**src/rtl/pawn_eval_sequencer.sv**
```systemverilog
// Sequences one board request through the pawn evaluator and tapers mg/eg by phase into one score.
// Result valid 3 cycles after eval_valid; one request in flight, req_ready low until the score is taken.
`ifndef BOARD_WIDTH
`define BOARD_WIDTH 128
`endif

module pawn_eval_sequencer #(
  parameter int EVAL_WIDTH  = 24,
  parameter int PHASE_SHIFT = 5,
  parameter int TIMEOUT     = 64
) (
  input  logic                         clk,
  input  logic                         reset_n,
  input  logic                         req_valid,
  output logic                         req_ready,
  input  logic [`BOARD_WIDTH-1:0]      req_board,
  input  logic                         req_white_to_move,
  input  logic [PHASE_SHIFT:0]         req_phase,
  output logic                         board_valid,
  output logic [`BOARD_WIDTH-1:0]      board,
  output logic                         white_to_move,
  output logic                         clear_eval,
  input  logic signed [EVAL_WIDTH-1:0] eval_mg,
  input  logic signed [EVAL_WIDTH-1:0] eval_eg,
  input  logic                         eval_valid,
  output logic                         result_valid,
  input  logic                         result_ready,
  output logic signed [EVAL_WIDTH-1:0] result_score,
  output logic                         result_error
);

  localparam int PW = EVAL_WIDTH + PHASE_SHIFT + 2;
  localparam int TW = $clog2(TIMEOUT) + 1;
  localparam logic [PHASE_SHIFT:0] PH_FULL    = {1'b1, {PHASE_SHIFT{1'b0}}};
  localparam logic [TW-1:0]        TIMER_LAST = TW'(TIMEOUT - 1);

  typedef enum logic [2:0] {
    ST_FLUSH,
    ST_IDLE,
    ST_ISSUE,
    ST_WAIT,
    ST_MULT,
    ST_SUM,
    ST_DONE
  } state_e;

  state_e                    state_q, state_d;
  logic                      req_ready_q, req_ready_d;
  logic                      board_valid_q, board_valid_d;
  logic [`BOARD_WIDTH-1:0]   board_q, board_d;
  logic                      wtm_q, wtm_d;
  logic                      clear_eval_q, clear_eval_d;
  logic                      result_valid_q, result_valid_d;
  logic                      result_error_q, result_error_d;
  logic signed [EVAL_WIDTH-1:0] score_q, score_d;
  logic [PHASE_SHIFT:0]      phase_q, phase_d;
  logic signed [EVAL_WIDTH-1:0] mg_q, mg_d;
  logic signed [EVAL_WIDTH-1:0] eg_q, eg_d;
  logic signed [PW-1:0]      pm_q, pm_d;
  logic signed [PW-1:0]      pe_q, pe_d;
  logic [TW-1:0]             timer_q, timer_d;

  logic signed [PW-1:0]      mg_ext, eg_ext, ph_ext, cph_ext, sum;
  logic [PHASE_SHIFT:0]      cphase;
  logic                      unused_sum_bits;

  // Operands widened so the signed multiply sees a non-negative phase weight.
  assign cphase  = PH_FULL - phase_q;
  assign mg_ext  = {{(PW-EVAL_WIDTH){mg_q[EVAL_WIDTH-1]}}, mg_q};
  assign eg_ext  = {{(PW-EVAL_WIDTH){eg_q[EVAL_WIDTH-1]}}, eg_q};
  assign ph_ext  = {{(PW-PHASE_SHIFT-1){1'b0}}, phase_q};
  assign cph_ext = {{(PW-PHASE_SHIFT-1){1'b0}}, cphase};
  assign sum     = pm_q + pe_q;
  assign unused_sum_bits = ^{sum[PW-1:PHASE_SHIFT+EVAL_WIDTH], sum[PHASE_SHIFT-1:0]};

  always_comb begin
    state_d        = state_q;
    req_ready_d    = req_ready_q;
    board_valid_d  = board_valid_q;
    board_d        = board_q;
    wtm_d          = wtm_q;
    clear_eval_d   = 1'b0;
    result_valid_d = result_valid_q;
    result_error_d = result_error_q;
    score_d        = score_q;
    phase_d        = phase_q;
    mg_d           = mg_q;
    eg_d           = eg_q;
    pm_d           = pm_q;
    pe_d           = pe_q;
    timer_d        = timer_q;

    case (state_q)
      ST_FLUSH: begin
        clear_eval_d = 1'b1;
        state_d      = ST_IDLE;
      end
      ST_IDLE: begin
        req_ready_d   = 1'b1;
        board_valid_d = 1'b0;
        if (req_valid && req_ready_q) begin
          req_ready_d = 1'b0;
          board_d     = req_board;
          wtm_d       = req_white_to_move;
          phase_d     = (req_phase > PH_FULL) ? PH_FULL : req_phase;
          state_d     = ST_ISSUE;
        end
      end
      ST_ISSUE: begin
        board_valid_d = 1'b1;
        timer_d       = '0;
        state_d       = ST_WAIT;
      end
      ST_WAIT: begin
        timer_d = timer_q + TW'(1);
        if (eval_valid) begin
          mg_d          = eval_mg;
          eg_d          = eval_eg;
          clear_eval_d  = 1'b1;
          board_valid_d = 1'b0;
          state_d       = ST_MULT;
        end else if (timer_q == TIMER_LAST) begin
          clear_eval_d   = 1'b1;
          board_valid_d  = 1'b0;
          score_d        = '0;
          result_error_d = 1'b1;
          result_valid_d = 1'b1;
          state_d        = ST_DONE;
        end
      end
      ST_MULT: begin
        pm_d    = mg_ext * ph_ext;
        pe_d    = eg_ext * cph_ext;
        state_d = ST_SUM;
      end
      ST_SUM: begin
        // Slicing above the fraction bits is an arithmetic shift, i.e. floor.
        score_d        = sum[PHASE_SHIFT +: EVAL_WIDTH];
        result_error_d = 1'b0;
        result_valid_d = 1'b1;
        state_d        = ST_DONE;
      end
      ST_DONE: begin
        if (result_ready) begin
          result_valid_d = 1'b0;
          result_error_d = 1'b0;
          req_ready_d    = 1'b1;
          state_d        = ST_IDLE;
        end
      end
      default: state_d = ST_FLUSH;
    endcase
  end

  always_ff @(posedge clk or negedge reset_n) begin
    if (!reset_n) begin
      state_q        <= ST_FLUSH;
      req_ready_q    <= 1'b0;
      board_valid_q  <= 1'b0;
      board_q        <= '0;
      wtm_q          <= 1'b0;
      clear_eval_q   <= 1'b0;
      result_valid_q <= 1'b0;
      result_error_q <= 1'b0;
      score_q        <= '0;
      phase_q        <= '0;
      mg_q           <= '0;
      eg_q           <= '0;
      pm_q           <= '0;
      pe_q           <= '0;
      timer_q        <= '0;
    end else begin
      state_q        <= state_d;
      req_ready_q    <= req_ready_d;
      board_valid_q  <= board_valid_d;
      board_q        <= board_d;
      wtm_q          <= wtm_d;
      clear_eval_q   <= clear_eval_d;
      result_valid_q <= result_valid_d;
      result_error_q <= result_error_d;
      score_q        <= score_d;
      phase_q        <= phase_d;
      mg_q           <= mg_d;
      eg_q           <= eg_d;
      pm_q           <= pm_d;
      pe_q           <= pe_d;
      timer_q        <= timer_d;
    end
  end

  assign req_ready     = req_ready_q;
  assign board_valid   = board_valid_q;
  assign board         = board_q;
  assign white_to_move = wtm_q;
  assign clear_eval    = clear_eval_q;
  assign result_valid  = result_valid_q;
  assign result_error  = result_error_q;
  assign result_score  = score_q;

`ifndef SYNTHESIS
  a_clear_one_cycle: assert property (@(posedge clk) disable iff (!reset_n)
    clear_eval_q |=> !clear_eval_q);
  a_phase_legal: assert property (@(posedge clk) disable iff (!reset_n)
    phase_q <= PH_FULL);
`endif

endmodule

```
**config.mk**
```make
export PLATFORM = sky130hd
export DESIGN_NAME = pawn_eval_sequencer
export DESIGN_NICKNAME = d
export VERILOG_FILES = /design/src/rtl/pawn_eval_sequencer.sv
export SDC_FILE = /design/constraint.sdc
export NUM_CORES = 1
export LEC_CHECK = 0
export CAP_MARGIN = 40
export CELL_PAD_IN_SITES_DETAIL_PLACEMENT = 0
export CELL_PAD_IN_SITES_GLOBAL_PLACEMENT = 1
export CORE_MARGIN = 2
export CORE_UTILIZATION = 39
export CTS_BUF_LIST = sky130_fd_sc_hd__clkbuf_8 sky130_fd_sc_hd__clkbuf_16
export DETAILED_ROUTE_END_ITERATION = 16
export PLACE_DENSITY_LB_ADDON = 0.05
export SLEW_MARGIN = 20
export SYNTH_ARGS = -nofsm -noshare
export SYNTH_HDL_FRONTEND = slang
export SYNTH_SLANG_ARGS = --single-unit
```
**constraint.sdc**
```tcl
create_clock -name clk -period 5.2 [get_ports clk]
set_input_delay 0.78 -clock clk [delete_from_list [all_inputs] [get_ports clk]]
set_output_delay 0.78 -clock clk [all_outputs]
set_load 0.005 [all_outputs]
```
==> results of run 1 <==
-- logic make-up (layout without fill, tap and decap cells) --
group           count (synthesis)  after routing  synth area share
fa+ha+maj                     331            331             0.261
compound gates                286            286            0.0886
simple gates                  588            588             0.143
xor+xnor                       73             74            0.0301
mux                           184            184            0.0972
flops                         280            280             0.330
buf+inv                       286            737            0.0505
-- what timing repair did --
item / 4_1_cts / 5_1_grt
setup buffers: 5 / 3
setup endpoints to repair: 14 / 25
pin swaps: 24 / 14
gates resized for setup: 20 / 39
gates cloned: 1 / 0
-- area by class of cell --
| type | instances | share of cell area |
|---|---|---|
| multi-input combinational | 1463 | 0.486 |
| inverter | 210 | 0.0283 |
| timing repair buffer | 463 | 0.160 |
| tap | 696 | 0.0312 |
| clock buffer | 43 | 0.0358 |
| sequential | 280 | 0.251 |
| clock inverter | 21 | 0.00768 |
-- layer usage --
layer,vias to the layer above,GRT usage,part of all wire
li1,7601,-,-
met1,7807,0.261,0.44
met2,271,0.351,0.50
met3,69,0.0289,0.036
met4,0,0.0509,0.021
met5,-,0,0
-- worst max-delay path, stage by stage (launching register included) --
cell and delay, ns:
dfrtp_1 0.38, or3_4 0.44, xnor2_4 0.22, buf_6 0.16, and2_4 0.15, fa_1 0.50
inv_1 0.05, fa_1 0.48, inv_2 0.04, fa_1 0.47, inv_1 0.05, fa_1 0.52
inv_2 0.05, ha_4 0.16, a21oi_4 0.15, o211ai_1 0.14, a41o_1 0.23, a211o_4 0.37
a31o_4 0.23, a21oi_2 0.12, xor2_1 0.15, o21ai_1 0.07
-- flip-flops by register name (all words and copies together), names as in the netlist --
name,count
mg_q,24
eg_q,24
timer_q,7
state_q,3
board_valid,1
result_error,1
board,128
pm_q,29
phase_q,6
result_valid,1
clear_eval,1
req_ready,1
result_score,24
pe_q,29
white_to_move,1
-- metrics by stage --
step	TNS (ns)	setup slack [ns]	utilization	instance area, sq um	hold WS, ns
final	-0.287	-0.0805	0.518	27900	0.223
after global routing	-3.21	-0.312	0.518	27900	0.306
after CTS	-0.583	-0.112	0.515	27700	0.294
after detailed placement	-2.55	-0.264	0.489	26300	0.469
after global placement	-1.74	-0.191	0.489	26300	0.465
after floorplan	0	0.0102	-	21400	0.439
-- cells in the mapped netlist, types with 12 or more instances --
master    count
clkbuf_1     68
o21ai_0      59
nor3_1       19
xnor2_1      50
nor2b_1      26
nand3_1      33
nand2_1     205
o21ai_1      27
dfrtp_1     280
and2_1      197
xor2_1       23
a21o_1       36
inv_1       209
mux2_2      179
o31ai_1      13
a211oi_1     12
nor2_1       42
a21oi_1      63
ha_1        143
fa_1        188
-- worst min path at each step --
stage,from,endpoint
floorplan,pm_q[0]$_DFFE_PN0P_,pm_q[0]$_DFFE_PN0P_
global placement,pe_q[2]$_DFFE_PN0P_,pe_q[2]$_DFFE_PN0P_
global route,reset_n,board[28]$_DFFE_PN0P_
detailed placement,result_score[18]$_DFFE_PN0P_,result_score[18]$_DFFE_PN0P_
finish,reset_n,board[28]$_DFFE_PN0P_
CTS,reset_n,board[28]$_DFFE_PN0P_
-- cell usage in the layout, fill, tap and decap left out, types with 9 or more instances in the layout --
| master | count |
|---|---|
| o21ai_0 | 57 |
| o21ai_1 | 26 |
| nor3_1 | 16 |
| nor2_1 | 41 |
| a21oi_1 | 51 |
| nand4_1 | 10 |
| mux2_2 | 179 |
| nor2b_1 | 25 |
| a31oi_1 | 9 |
| clkbuf_16 | 36 |
| and2_1 | 195 |
| nand2_1 | 203 |
| ha_1 | 136 |
| inv_1 | 211 |
| a21oi_2 | 12 |
| fa_1 | 188 |
| a211oi_1 | 10 |
| buf_4 | 104 |
| xor2_1 | 23 |
| dfrtp_1 | 280 |
| xnor2_1 | 45 |
| and3_1 | 11 |
| clkdlybuf4s50_1 | 344 |
| o21a_1 | 10 |
| o31ai_1 | 13 |
| a21o_1 | 36 |
| nand3_1 | 30 |
==> summary.md, run 1 <==
| Metric | Value |
|---|---|
| # diodes | 0 |
| Critical Path RT | around 5.6 ns |
| Fin Clk Skew | between 0.015 and 0.02 ns |
| Yosys cell types | 70 |
| Final hold vios | 0 |
| Largest net degree at the start of global routing | ~140 |
| Initial antenna violation count | 1 |
| Net Count, Synth | 2547 |
| # DRC | 0 |
| CTS tree | done |
| Final RePlAce weighted congestion | around 0.8 |
| RSZ-0062 raised after global routing | yes |
| Asr flop ratio synth | 1.00 |
| Critical path type | flip-flop to flip-flop |
| Relative slew slack | 0.370 |
| Root Driver | clkbuf_16 |
| # IOs | 346 |
| Worst Path Max Fanout | 5 |
| Worst EP arrival | around 5.7 ns |
| H-tree Lvls | 2 |
| Nature of the critical path endpoint | flip-flop |
| Sequential share of the synthesized area | 0.330 |
| Primary FF master, synth | dfrtp_1 |
| Vias in the first global route | approximately 17000 |
| Status | finished with violations |
| CTS Hold Bufs | 0 |
| Synth top area share | 0.330 |
| Synthesized area | about 21000 sq um |
| Vias per inst | 4.96 |
| Flop2flop setup slack | -0.08 ns |
| Port bufs | ~350 |
| Reg2reg end | pe_q[20]$_DFFE_PN0P_ |
| Final WL | about 55 mm |
| Multi-input gate area | 13500 sq um |
| Max_cap viols | 0 |
| CORE AREA | 53800 sq um |
| HP Class | input port to async pin |
| Clk slew on worst S/H paths | ~0.060 ns |
| Final non-filler cell total | between 3000 and 4000 |
| Fmax achieved | 189 MHz |
| DRT antenna net count | 0 |
| Cell Rows | between 80 and 90 |
| Max clock buf depth | 3 |
| First-pass GRT wire length | 91.1 mm |
| R2R cell count | 21 |
| Final WS setup | -0.0805 ns |
| Via Count | 15700 |
| Cts bufs inserted | 36 |
| Finish-stage setup viols | 7 |
| DR iter-0 viols | roughly 600 |
| Worst skew pair latency | approximately 0.56 ns |
| Crit. Startpoint | phase_q[0]$_DFFE_PN0P_ |
| # placed instances | between 3000 and 4000 |
| CP Capture Point | pe_q[20]$_DFFE_PN0P_ |
| Filler Cells Inserted | around 5000 |
| Worst Max-Slew Pin Slew | 0.945 ns |
| Drt pass-1 iters | 5 |
| Synth area leader | dfrtp_1 |
| Initial Utilization | 0.395 |
| EDFF count, synth | 0 |
| Routed length per instance | 17.2 um |
| Height of the die | 237 um |
| CP startpoint kind | flip-flop |
| Synth area leaders | dfrtp_1, fa_1, mux2_2, ha_1, and2_1 |
| TritonCTS Sinks | 280 |
| Total grt overflow | 0 |
| Final worst path period share | 1.02 |
| Layout Nets | between 2000 and 3000 |
| YS warnings | 0 |
| P&R area growth vs syn | 31.1% |
| HPWL after detailed placement | around 43 mm |
| Share of cells above drive strength 1 | 0.171 |
| Storage cell area | around 7000 sq um |
| Cells after Synth | ~2000 |
| Syn Area/Cell | 10.5 sq um |
| Die ar. | about 56000 sq um |
| RR Startpoint | phase_q[0]$_DFFE_PN0P_ |
| Failing checks | setup timing |
| Die width | about 240 um |
| Total track usage | 0.201 |
| Seq cells post-synth | 280 |
| Tmin final | between 5 and 6 ns |
| Pins Over Slew Limit | 0 |
Power of run 1 is not shown: default switching activity piles up to over one toggle a cycle in this logic, so the estimate is an artifact.
==> inputs of run 2 (changes only) <==
TNS_END_PERCENT = 1   (was default)
==> summary.md, run 2 (synthesized netlist as in run 1, its figures left out) <==
| Metric | Value |
|---|---|
| Relative slew slack | 0.370 (about the same) |
| Critical-path cell with the highest stage delay | fa_1 |
| Final WL | 54.6 mm (-0.16%) |
| Cts bufs inserted | 36 (unchanged) |
| Pins Over Slew Limit | 0 (unchanged) |
| Post-place setup slack | -0.264 ns (unchanged) |
| Finish-stage setup viols | 7 (unchanged) |
| RSZ-0062 raised after global routing | yes |
| Hold slack final | 0.218 ns (-0.00515 ns) |
| Reg2reg end | pe_q[28]$_DFFE_PN0P_ |
| Die width | 237 um (unchanged) |
| Commonest cells after routing, fill and taps aside | clkdlybuf4s50_1, dfrtp_1, inv_1 |
| First-pass GRT wire length | 91.2 mm (about the same) |
| DR iter-0 viols | 636 (+6.5%) |
| CP peak stage delay | 0.52 ns (about the same) |
| CP startpoint kind | flip-flop |
| Crit path cell chain | or3_4 -> xnor2_4 -> buf_6 -> and2_4 -> fa_1 -> inv_1 -> fa_1 -> inv_2 -> fa_1 -> inv_1 -> fa_1 -> inv_2 -> ha_4 -> nand3_1 -> o211ai_1 -> a41o_1 -> a211o_4 -> a31oi_4 -> o211ai_1 -> a211o_1 -> nand3_1 |
| Vias per inst | 4.95 (about the same) |
| Height of the die | 237 um (unchanged) |
| Tmin final | 5.30 ns (+0.0189 ns) |
| CP Buf/Inv Count | 5 (unchanged) |
| Worst Path Max Fanout | 5 (unchanged) |
| RR Startpoint | phase_q[0]$_DFFE_PN0P_ |
| Nature of the critical path endpoint | flip-flop |
| Routed length per instance | 17.2 um (about the same) |
| HPWL after detailed placement | 42.7 mm (unchanged) |
| Worst skew pair latency | 0.55 ns (about the same) |
| # DRC | 0 (unchanged) |
| Worst EP arrival | 5.79 ns (+0.11 ns) |
| Largest net degree at the start of global routing | 141 (unchanged) |
| H-tree Lvls | 2 (unchanged) |
| Drt pass-1 iters | 5 (unchanged) |
| Clk slew on worst S/H paths | 0.06 ns (about the same) |
| Total grt overflow | 0 (unchanged) |
| Max_cap viols | 0 (unchanged) |
| Final WS setup | -0.0994 ns (-0.0189 ns) |
| Via Count | 15700 (-0.20%) |
| Vias in the first global route | 17000 (+0.041%) |
| CORE AREA | 53800 sq um (unchanged) |
| # placed instances | 3103 (unchanged) |
| R2R cell count | 21 (unchanged) |
| DRT antenna net count | 0 (unchanged) |
| P&R area growth vs syn | 30.5% |
| Fin Clk Skew | 0.0178 ns (-0.000102 ns) |
| Max FFs per register | 128 (unchanged) |
| Max clock buf depth | 3 (unchanged) |
| Cell Rows | 85 (unchanged) |
| CTS tree | done |
| Status | finished with violations |
| # diodes | 0 (unchanged) |
| Root Driver | clkbuf_16 |
| Critical Path RT | 5.69 ns (+0.10 ns) |
| Final hold vios | 0 (unchanged) |
| Final RePlAce weighted congestion | 0.809 (unchanged) |
| Share of cells above drive strength 1 | 0.163 (-0.00861) |
| Initial antenna violation count | 1 (unchanged) |
| Final non-filler cell total | 3172 (-0.13%) |
| Fmax achieved | 189 MHz (-0.36%) |
| Die ar. | 56400 sq um (unchanged) |
| # IOs | 346 (unchanged) |
| Final worst path period share | 1.02 (+0.00364) |
| Layout Nets | 2969 (-0.13%) |
| TritonCTS Sinks | 280 (unchanged) |
| Port bufs | 345 (unchanged) |
| Flop2flop setup slack | -0.1 ns (-0.02 ns) |
| Filler Cells Inserted | 4932 (+0.24%) |
| Most frequent cell on the critical path | fa_1 |
| HP Class | input port to async pin |
| Worst Max-Slew Pin Slew | 0.946 ns (+0.000232 ns) |
| Delay-heaviest family, CP | adder cells |
| Initial Utilization | 0.395 (unchanged) |
| Critical path type | flip-flop to flip-flop |
| Failing checks | setup timing |
| Total track usage | 0.201 (about the same) |
| Commonest non-fill, non-tap cell in the layout | clkdlybuf4s50_1 |
run 2: cell types whose count changed in the layout (fill, tap and decap cells not counted), sizes merged:
cell	previous run	this run
buf	119	115
run 2: final cells by class:
type	count	area (sq um)	area share
flip-flops and latches	280	7010	0.252
inverters	210	788	0.0284
multi-input cells	1463	13500	0.485
clock inverters	21	214	0.00771
repair buffers	459	4420	0.159
clock buffers	43	997	0.0359
well taps	696	871	0.0314
run 2: stage by stage:
| step | setup TNS, ns | instance area, sq um | utilization |
|---|---|---|---|
| floorplan | 0 | 21400 | - |
| global placement | -1.74 | 26300 | 0.489 |
| detailed placement | -2.55 | 26300 | 0.489 |
| CTS | -0.603 | 27700 | 0.514 |
| global route | -3.94 | 27800 | 0.516 |
| finish | -0.467 | 27800 | 0.516 |
run 2: worst max-delay path by stage:
stage | slack, ns | end | cells after the start | from
5_1_grt | -0.31 | pe_q[16]$_DFFE_PN0P_ | 22 | phase_q[0]$_DFFE_PN0P_
4_1_cts | -0.11 | pe_q[16]$_DFFE_PN0P_ | 21 | phase_q[0]$_DFFE_PN0P_
3_5_place_dp | -0.26 | pe_q[21]$_DFFE_PN0P_ | 21 | phase_q[1]$_DFFE_PN0P_
2_1_floorplan | 0.01 | pe_q[20]$_DFFE_PN0P_ | 22 | phase_q[2]$_DFFE_PN0P_
6_report | -0.1 | pe_q[28]$_DFFE_PN0P_ | 21 | phase_q[0]$_DFFE_PN0P_
3_3_place_gp | -0.19 | pe_q[20]$_DFFE_PN0P_ | 21 | phase_q[1]$_DFFE_PN0P_
run 2: routing by layer:
metal,GRT usage,share of wire,vias up
li1,-,-,7591
met1,0.261,0.44,7796
met2,0.352,0.50,261
met3,0.0289,0.036,69
met4,0.0509,0.022,0
met5,0,0,-
run 2: what timing repair did:
action / 4_1_cts / 5_1_grt
pin swaps: 23 / 10
setup endpoints to repair: 14 / 25
gates resized for setup: 19 / 19
gates cloned: 1 / 0
hold buffers: 0 / 0
setup buffers: 4 / 0
Power of run 2 is left out for the same reason.
